===== config.mk =====
export PLATFORM = sky130hd
export DESIGN_NAME = booth_mult_seq_flat
export DESIGN_NICKNAME = d
export VERILOG_FILES = /design/src/rtl/booth_mult_if.sv /design/src/rtl/booth_mult_seq.sv /design/src/flat_wrapper.sv
export SDC_FILE = /design/constraint.sdc
export NUM_CORES = 1
export LEC_CHECK = 0
export CORE_MARGIN = 2
export CORE_UTILIZATION = 55
export DETAILED_ROUTE_END_ITERATION = 8
export PLACE_DENSITY = 0.82
export SKIP_CTS_REPAIR_TIMING = 1
export SLEW_MARGIN = 20
export SYNTH_ARGS = -nofsm -noshare
export SYNTH_HDL_FRONTEND = slang
export SYNTH_SLANG_ARGS = --single-unit

===== constraint.sdc =====
create_clock -name clk -period 5.3 [get_ports clk]
set_input_delay 1.06 -clock clk [delete_from_list [all_inputs] [get_ports clk]]
set_output_delay 1.06 -clock clk [all_outputs]
set_load 0.01 [all_outputs]

===== src/rtl/booth_mult_if.sv =====
// booth_mult_if: start/done request bus plus Booth encoder window/partial-product link.
// The master side is the multiplier controller; the slave side is the datapath/encoder environment.
interface booth_mult_if #(parameter int WIDTH = 32);
    logic                 start;
    logic [WIDTH-1:0]     a;
    logic [WIDTH-1:0]     b;
    logic                 busy;
    logic                 done;
    logic [2*WIDTH-1:0]   product;
    logic [2:0]           enc_bits;
    logic [WIDTH-1:0]     enc_m;
    logic [2*WIDTH-1:0]   enc_p;
    modport master (input start, a, b, enc_p, output busy, done, product, enc_bits, enc_m);
    modport slave  (output start, a, b, enc_p, input busy, done, product, enc_bits, enc_m);
endinterface


===== src/rtl/booth_mult_seq.sv =====
// booth_mult_seq: sequential signed radix-4 Booth multiplier, two multiplier bits per cycle,
// partial products supplied by an external combinational encoder and accumulated here.
module booth_mult_seq #(parameter int WIDTH = 32) (
    input  logic          clk,
    input  logic          rst_n,
    booth_mult_if.master  bus
);
    localparam int STEPS = WIDTH / 2;
    localparam int SW    = $clog2(STEPS);
    localparam logic [1:0] IDLE = 2'd0;
    localparam logic [1:0] RUN  = 2'd1;
    localparam logic [1:0] DONE = 2'd2;

    logic [1:0]         r_state;
    logic [SW-1:0]      r_step;
    logic [2*WIDTH-1:0] r_acc;
    logic [2*WIDTH-1:0] r_product;
    logic [WIDTH-1:0]   r_a;
    logic [WIDTH-1:0]   r_b;
    logic [WIDTH:0]     w_bext;
    logic [2*WIDTH-1:0] w_sum;
    logic               w_last;

    // Appending the implicit b[-1]=0 makes every window a plain 3-bit slice at bit 2k.
    assign w_bext = {r_b, 1'b0};
    assign w_sum  = r_acc + (bus.enc_p << {r_step, 1'b0});
    assign w_last = r_step == SW'(STEPS - 1);

    assign bus.busy     = r_state != IDLE;
    assign bus.done     = r_state == DONE;
    assign bus.product  = r_product;
    assign bus.enc_m    = r_a;
    assign bus.enc_bits = (r_state == RUN) ? w_bext[{r_step, 1'b0} +: 3] : 3'b000;

    always_ff @(posedge clk or negedge rst_n) begin
        if (!rst_n) begin
            r_state   <= IDLE;
            r_step    <= '0;
            r_acc     <= '0;
            r_product <= '0;
            r_a       <= '0;
            r_b       <= '0;
        end else if (r_state == IDLE && bus.start) begin
            r_a     <= bus.a;
            r_b     <= bus.b;
            r_acc   <= '0;
            r_step  <= '0;
            r_state <= RUN;
        end else if (r_state == RUN) begin
            r_acc  <= w_sum;
            r_step <= r_step + 1'b1;
            if (w_last) begin
                r_state   <= DONE;
                r_product <= w_sum;
            end
        end else if (r_state == DONE) begin
            r_state <= IDLE;
        end
    end
endmodule


===== src/flat_wrapper.sv =====
// flat-port wrapper written by rule: the top's interface ports become plain ports
module booth_mult_seq_flat 
#(parameter int WIDTH = 32)
  (clk, rst_n, bus_start, bus_a, bus_b, bus_enc_p, bus_busy, bus_done, bus_product, bus_enc_bits, bus_enc_m);
  booth_mult_if #(.WIDTH(WIDTH)) bus_i ();
  input  logic clk;
  input  logic rst_n;
  input wire logic [$bits(bus_i.start)-1:0] bus_start;
  input wire logic [$bits(bus_i.a)-1:0] bus_a;
  input wire logic [$bits(bus_i.b)-1:0] bus_b;
  input wire logic [$bits(bus_i.enc_p)-1:0] bus_enc_p;
  output wire logic [$bits(bus_i.busy)-1:0] bus_busy;
  output wire logic [$bits(bus_i.done)-1:0] bus_done;
  output wire logic [$bits(bus_i.product)-1:0] bus_product;
  output wire logic [$bits(bus_i.enc_bits)-1:0] bus_enc_bits;
  output wire logic [$bits(bus_i.enc_m)-1:0] bus_enc_m;
  assign bus_i.start = bus_start;
  assign bus_i.a = bus_a;
  assign bus_i.b = bus_b;
  assign bus_i.enc_p = bus_enc_p;
  assign bus_busy = bus_i.busy;
  assign bus_done = bus_i.done;
  assign bus_product = bus_i.product;
  assign bus_enc_bits = bus_i.enc_bits;
  assign bus_enc_m = bus_i.enc_m;
  booth_mult_seq #(.WIDTH(WIDTH)) u_core (.clk(clk), .rst_n(rst_n), .bus(bus_i));
endmodule

==> results of run 1 <==
## cell families (layout without fill, tap and decap cells)
group                      Yosys count  after routing  share of synthesized area
AOI/OAI and AO/OA                  461            461                     0.1953
xor gates and xnor gates            56             56                    0.03445
adders and majority gates           65             65                    0.05765
buffers and inverters              131            373                    0.03814
DFF                                198            198                     0.3480
muxes                              124            124                     0.1239
other                                0              1                          0
and+or+nand+nor                    677            677                     0.2026
## critical path, delay by kind of cell
family | cells | cell delay [ns]
AND/OR/NAND/NOR | 2 | 0.65
adder cells (fa/ha/maj) | 1 | 0.48
buffers and inverters | 2 | 0.71
AO/OA/AOI/OAI | 7 | 1.56
multiplexers | 2 | 0.88
XOR/XNOR | 1 | 0.20
## cells in the final DEF (no fill, tap or decap), types with 8 or more instances in the layout
master / count
nand3_1: 69
xnor2_1: 28
o22ai_1: 9
mux2i_1: 75
mux2_2: 8
nor3_1: 22
nor2_1: 107
clkbuf_16: 17
nand4_1: 25
or3_1: 8
nand2_1: 396
o21bai_1: 11
xor2_1: 28
ha_1: 64
mux4_2: 41
a31oi_1: 15
a21oi_1: 123
o21a_1: 14
dfrtp_1: 195
clkdlybuf4s50_1: 230
buf_4: 92
a211oi_1: 22
inv_1: 13
and2_1: 9
o21ai_0: 182
a21o_1: 25
nor2b_1: 15
## flip-flops by register name (all words and copies together) (netlist names)
signal and count:
u_core.bus.product 64, u_core.r_acc 64, u_core.bus.enc_m 32, u_core.r_b 32, u_core.r_step 4, u_core.r_state 2
## metrics by stage
stage	setup slack, ns	utilization	instances
4_1_cts	0.2811	0.7057	2284
3_5_place_dp	-0.1819	0.6806	2252
6_report	0.06137	0.7058	2285
5_1_grt	0.02126	0.7058	2285
3_3_place_gp	-0.1793	0.6806	2252
2_1_floorplan	0.9813	-	1712
## worst max path at each step
stage	startpoint	end	slack (ns)	depth (start not counted)
2_1_floorplan	u_core.r_step[0]	u_core.r_acc[55]	0.98	21
3_3_place_gp	bus_enc_p[20]	u_core.r_acc[59]	-0.18	15
3_5_place_dp	bus_enc_p[18]	u_core.r_acc[59]	-0.18	15
4_1_cts	bus_enc_p[18]	u_core.r_acc[59]	0.28	15
5_1_grt	u_core.r_step[0]	u_core.r_acc[59]	0.02	15
6_report	bus_enc_p[21]	u_core.r_acc[59]	0.06	15
## metal layers
layer,global-route usage,part of all wire
met4,0.1605,0.047
met2,0.5441,0.45
met1,0.4547,0.41
met5,0,0
met3,0.07333,0.087
## final cells by class
class	instances	area, µm²
diodes	1	2.502
clock buffers	17	425.4
clock inverters	15	211.5
fillers	1989	7451
inverters	16	60.06
multi-input cells	1383	8756
flip-flops and latches	198	4961
well taps	330	412.9
repair buffers	325	3047
==> flow_metrics.tcl, run 1 <==
set metrics [dict create \
    status "finished, final reports clean" \
    drt_iter0_drc 1321 \
    hold_class "register to register" \
    fin_tns_setup_ns 0 \
    area_growth_pct 25.56 \
    maxCapViolations 0 \
    cp.arrival_ns 5.53 \
    viasPerCell 6.155 \
    max_freq_mhz 190.9 \
    worst_pin_slew_ns 1.045 \
    critPathMaxFanout 7 \
    rsz0062_at_grt "no" \
    hp-start "u_core.r_b[0]" \
    synth_area_um2 14240 \
    reg2reg_setup_slack_ns 0.13 \
    synth_seq_cells 198 \
    ios 232 \
    seq_area_frac_synth 0.3480 \
    cts_max_path_buffers 2 \
    clkSinkCount 198 \
    postPlaceCellArea_um2 17240 \
    whs_path_depth 2 \
    numCtsBuffers 17 \
    clk_pin_slew_ns 0.08 \
    io_buffers 231 \
    antenna_left 0 \
    drive_gt1_frac 0.1044 \
    htree_levels 4 \
    yosysWarnings 0 \
    worstPathCellList "clkdlybuf4s50_1, mux4_2, mux2i_1, o22ai_1, ha_1, nand4_1, or3_4, a2111oi_4, o21ai_2, a21oi_2, a31oi_1, buf_4, a21oi_1, xnor2_1, o21ai_0" \
    finalCritPeriodShare 0.9884 \
    dr_total_vias 14060 \
    path_class "input pin to register" \
    yosys.cell_types.count 70 \
    hpwl_um 35180 \
    core_area_um2 25330 \
    drc_errors 0 \
    finalClockSkew_ns 0.01750 \
    layout.nets 2137 \
    wl_um 46340 \
    syn_inst 1712 \
    r2r-end "u_core.r_acc[59]" \
    stdcell_area_um2 17880 \
    synth.top_cells.by_count "nand2_1 (398), dfrtp_1 (198), o21ai_0 (182)" \
    synth.avg_cell_area_um2 8.316 \
    grt_max_degree 106 \
    start_util 0.5621 \
    synth-edff-count 0 \
    drv_slew 0 \
    critPathRequiredTime_ns 5.59 \
    synthTopCellsByArea "dfrtp_1 (35%), nand2_1 (10%), mux4_2 (6.5%)" \
    dieHeight_um 164.9 \
    wire_per_inst_um 20.28 \
    finalHoldViolCount 0 \
    grt_pass1_vias 13680 \
    setup_viol 0 \
    dieArea_um2 27190 \
    clock_latency_ns 0.46 \
    async_reset_ff_frac 1.000 \
    row_count 58 \
    slew_headroom 0.3036 \
    grt_pass1_wl_um 72490 \
    holdPathEnd "u_core.r_b[0]" \
    antenna_found_initial 1 \
    hold_ws_ns 0.4768 \
    min_period_ns 5.239 \
    ctsRootBufferMaster "clkbuf_16" \
    cts_tree "yes" \
    gp_congestion 1.037 \
    grt_use_total 0.3445 \
    die_w_um 164.9 \
    end_kind "register" \
    synth_nets 1908 \
    synth_ff_type "dfrtp_1" \
    crit_path_max_incr_delay_ns 0.57 \
    start_kind "input pin" \
    cpMaxStageDelayCell "mux4_2" \
    synth.most_common_cell "nand2_1" \
    ff2ff_path_depth 15 \
    first_pass_iters 7 \
    grt-ovfl-total 0 \
    r2r_start "u_core.r_step[0]" \
    synth_largest_area_cell "dfrtp_1" \
    synth_top_area_frac 0.3480 \
]
Power of run 1 is left out: the tool's default activity adds up to more than one toggle a clock period on the data nets, which glitch-free logic cannot reach.
==> inputs of run 2 (changes only) <==
CORE_UTILIZATION = 40   (was 55)
PLACE_DENSITY = not set   (was 0.82)
==> run 2 against run 1 <==
Global-route usage is 7.7 points lower. Sequential cell count unchanged. Setup slack gained 0.25 ns.
==> flow_metrics.tcl, run 2 (synthesis results as in run 1) <==
set metrics [dict create \
    status "finished, final reports clean" \
    critPathRequiredTime_ns 5.62 \
    io_buffers 231 \
    ios 232 \
    seqCellArea_um2 4961 \
    min_period_ns 4.991 \
    hold_class "register to register" \
    placedCellCount 2402 \
    cts_max_path_buffers 2 \
    viasPerCell 5.594 \
    finalCritPeriodShare 0.9416 \
    start_util 0.4032 \
    worst_pin_slew_ns 1.148 \
    setup_viol 0 \
    cts_tree "yes" \
    die_w_um 192.7 \
    fillCellCount 3398 \
    ff2ff_path_depth 16 \
    wire_per_inst_um 20.04 \
    grt_pass1_vias 13320 \
    r2r-end "u_core.r_acc[40]" \
    htree_levels 4 \
    wl_um 48860 \
    multi_input_area_um2 8756 \
    reg2reg_setup_slack_ns 0.44 \
    maxCapViolations 0 \
    grt_use_total 0.2676 \
    ctsRootBufferMaster "clkbuf_16" \
    r2r_start "u_core.r_step[0]" \
    dr_total_vias 13640 \
    drive_gt1_frac 0.1144 \
    rsz0062_at_grt "no" \
    drt_iter0_drc 1185 \
    critPathMaxFanout 6 \
    startpoint "bus_enc_p[18]" \
    clkSinkCount 198 \
    path_class "input pin to register" \
    clk_pin_slew_ns 0.08 \
    drc_errors 0 \
    finalHoldViolCount 0 \
    start_kind "input pin" \
    finalClockSkew_ns 0.01493 \
    hpwl_um 37940 \
    first_pass_iters 6 \
    antenna_found_initial 2 \
    dieArea_um2 37120 \
    critPathCapture "u_core.r_acc[40]" \
    drv_slew 0 \
    gp_congestion 0.9438 \
    clock_latency_ns 0.47 \
    max_freq_mhz 200.4 \
    layout.nets 2159 \
    grt-ovfl-total 0 \
    final_common_cell "nand2_1" \
    grt_pass1_wl_um 75420 \
    slew_headroom 0.2318 \
    grt_max_degree 100 \
    row_count 69 \
    layout_common_cells "nand2_1 (396), clkdlybuf4s50_1 (230), dfrtp_1 (195)" \
    end_kind "register" \
    fin_cells 2438 \
    numCtsBuffers 17 \
    dieHeight_um 192.7 \
    area_growth_pct 28.18 \
    antenna_left 0 \
    cp.arrival_ns 5.31 \
    core_area_um2 35310 \
]
[run 2: worst max-delay path, stage by stage]
cell             delay [ns]
clkdlybuf4s50_1        0.51
mux4_2                 0.56
mux2i_1                0.34
o32ai_1                0.16
ha_1                   0.48
nand4_1                0.24
nor3_1                 0.31
nand3_1                0.19
a2111oi_4              0.21
buf_4                  0.20
o21ai_0                0.08
buf_4                  0.17
o21ai_2                0.22
a41oi_1                0.18
xor2_1                 0.27
o21ai_0                0.12
[run 2: layer usage]
layer,vias up,share of wire,track usage
met5,-,0.00023,0
met4,2,0.036,0.1075
met3,81,0.068,0.06128
met2,468,0.44,0.4149
met1,6466,0.45,0.3607
li1,6622,-,-
[run 2: worst min path at each step]
| stage | startpoint | end | depth (start not counted) |
|---|---|---|---|
| 5_1_grt | u_core.bus.enc_m[4] | u_core.bus.enc_m[4] | 2 |
| 3_5_place_dp | u_core.r_b[30] | u_core.r_b[30] | 2 |
| 6_report | u_core.r_b[18] | u_core.r_b[18] | 2 |
| 4_1_cts | u_core.r_b[30] | u_core.r_b[30] | 2 |
| 2_1_floorplan | u_core.r_b[12] | u_core.r_b[12] | 2 |
| 3_3_place_gp | u_core.r_b[20] | u_core.r_b[20] | 2 |
[run 2: layout make-up]
| class | count | share of cell area |
|---|---|---|
| multi-input cells | 1383 | 0.4798 |
| repair buffers | 347 | 0.1785 |
| flip-flops and latches | 198 | 0.2719 |
| clock buffers | 17 | 0.02331 |
| diodes | 1 | 0.0001371 |
| well taps | 461 | 0.03161 |
| clock inverters | 15 | 0.01152 |
| inverters | 16 | 0.003291 |
[run 2: per-stage QoR]
step / cell area, µm² / hold slack, ns / setup WS (ns) / TNS, ns / utilization
detailed placement: 17570 / 0.4597 / -0.3547 / -3.257 / 0.4975
global placement: 17570 / 0.4549 / -0.3412 / -3.007 / 0.4975
global route: 18250 / 0.4981 / 0.04574 / 0 / 0.5167
finish: 18250 / 0.4740 / 0.3093 / 0 / 0.5168
CTS: 18200 / 0.4783 / 0.09970 / 0 / 0.5155
floorplan: 14240 / 0.4403 / 0.9813 / 0 / -
Power of run 2 is left out for the same reason.
==> inputs of run 3 (changes only) <==
SLEW_MARGIN = not set   (was 20)
==> results of run 3 <==
Final layout, timing and power as in run 2 (identical DEF).
Power of run 3 is left out for the same reason.
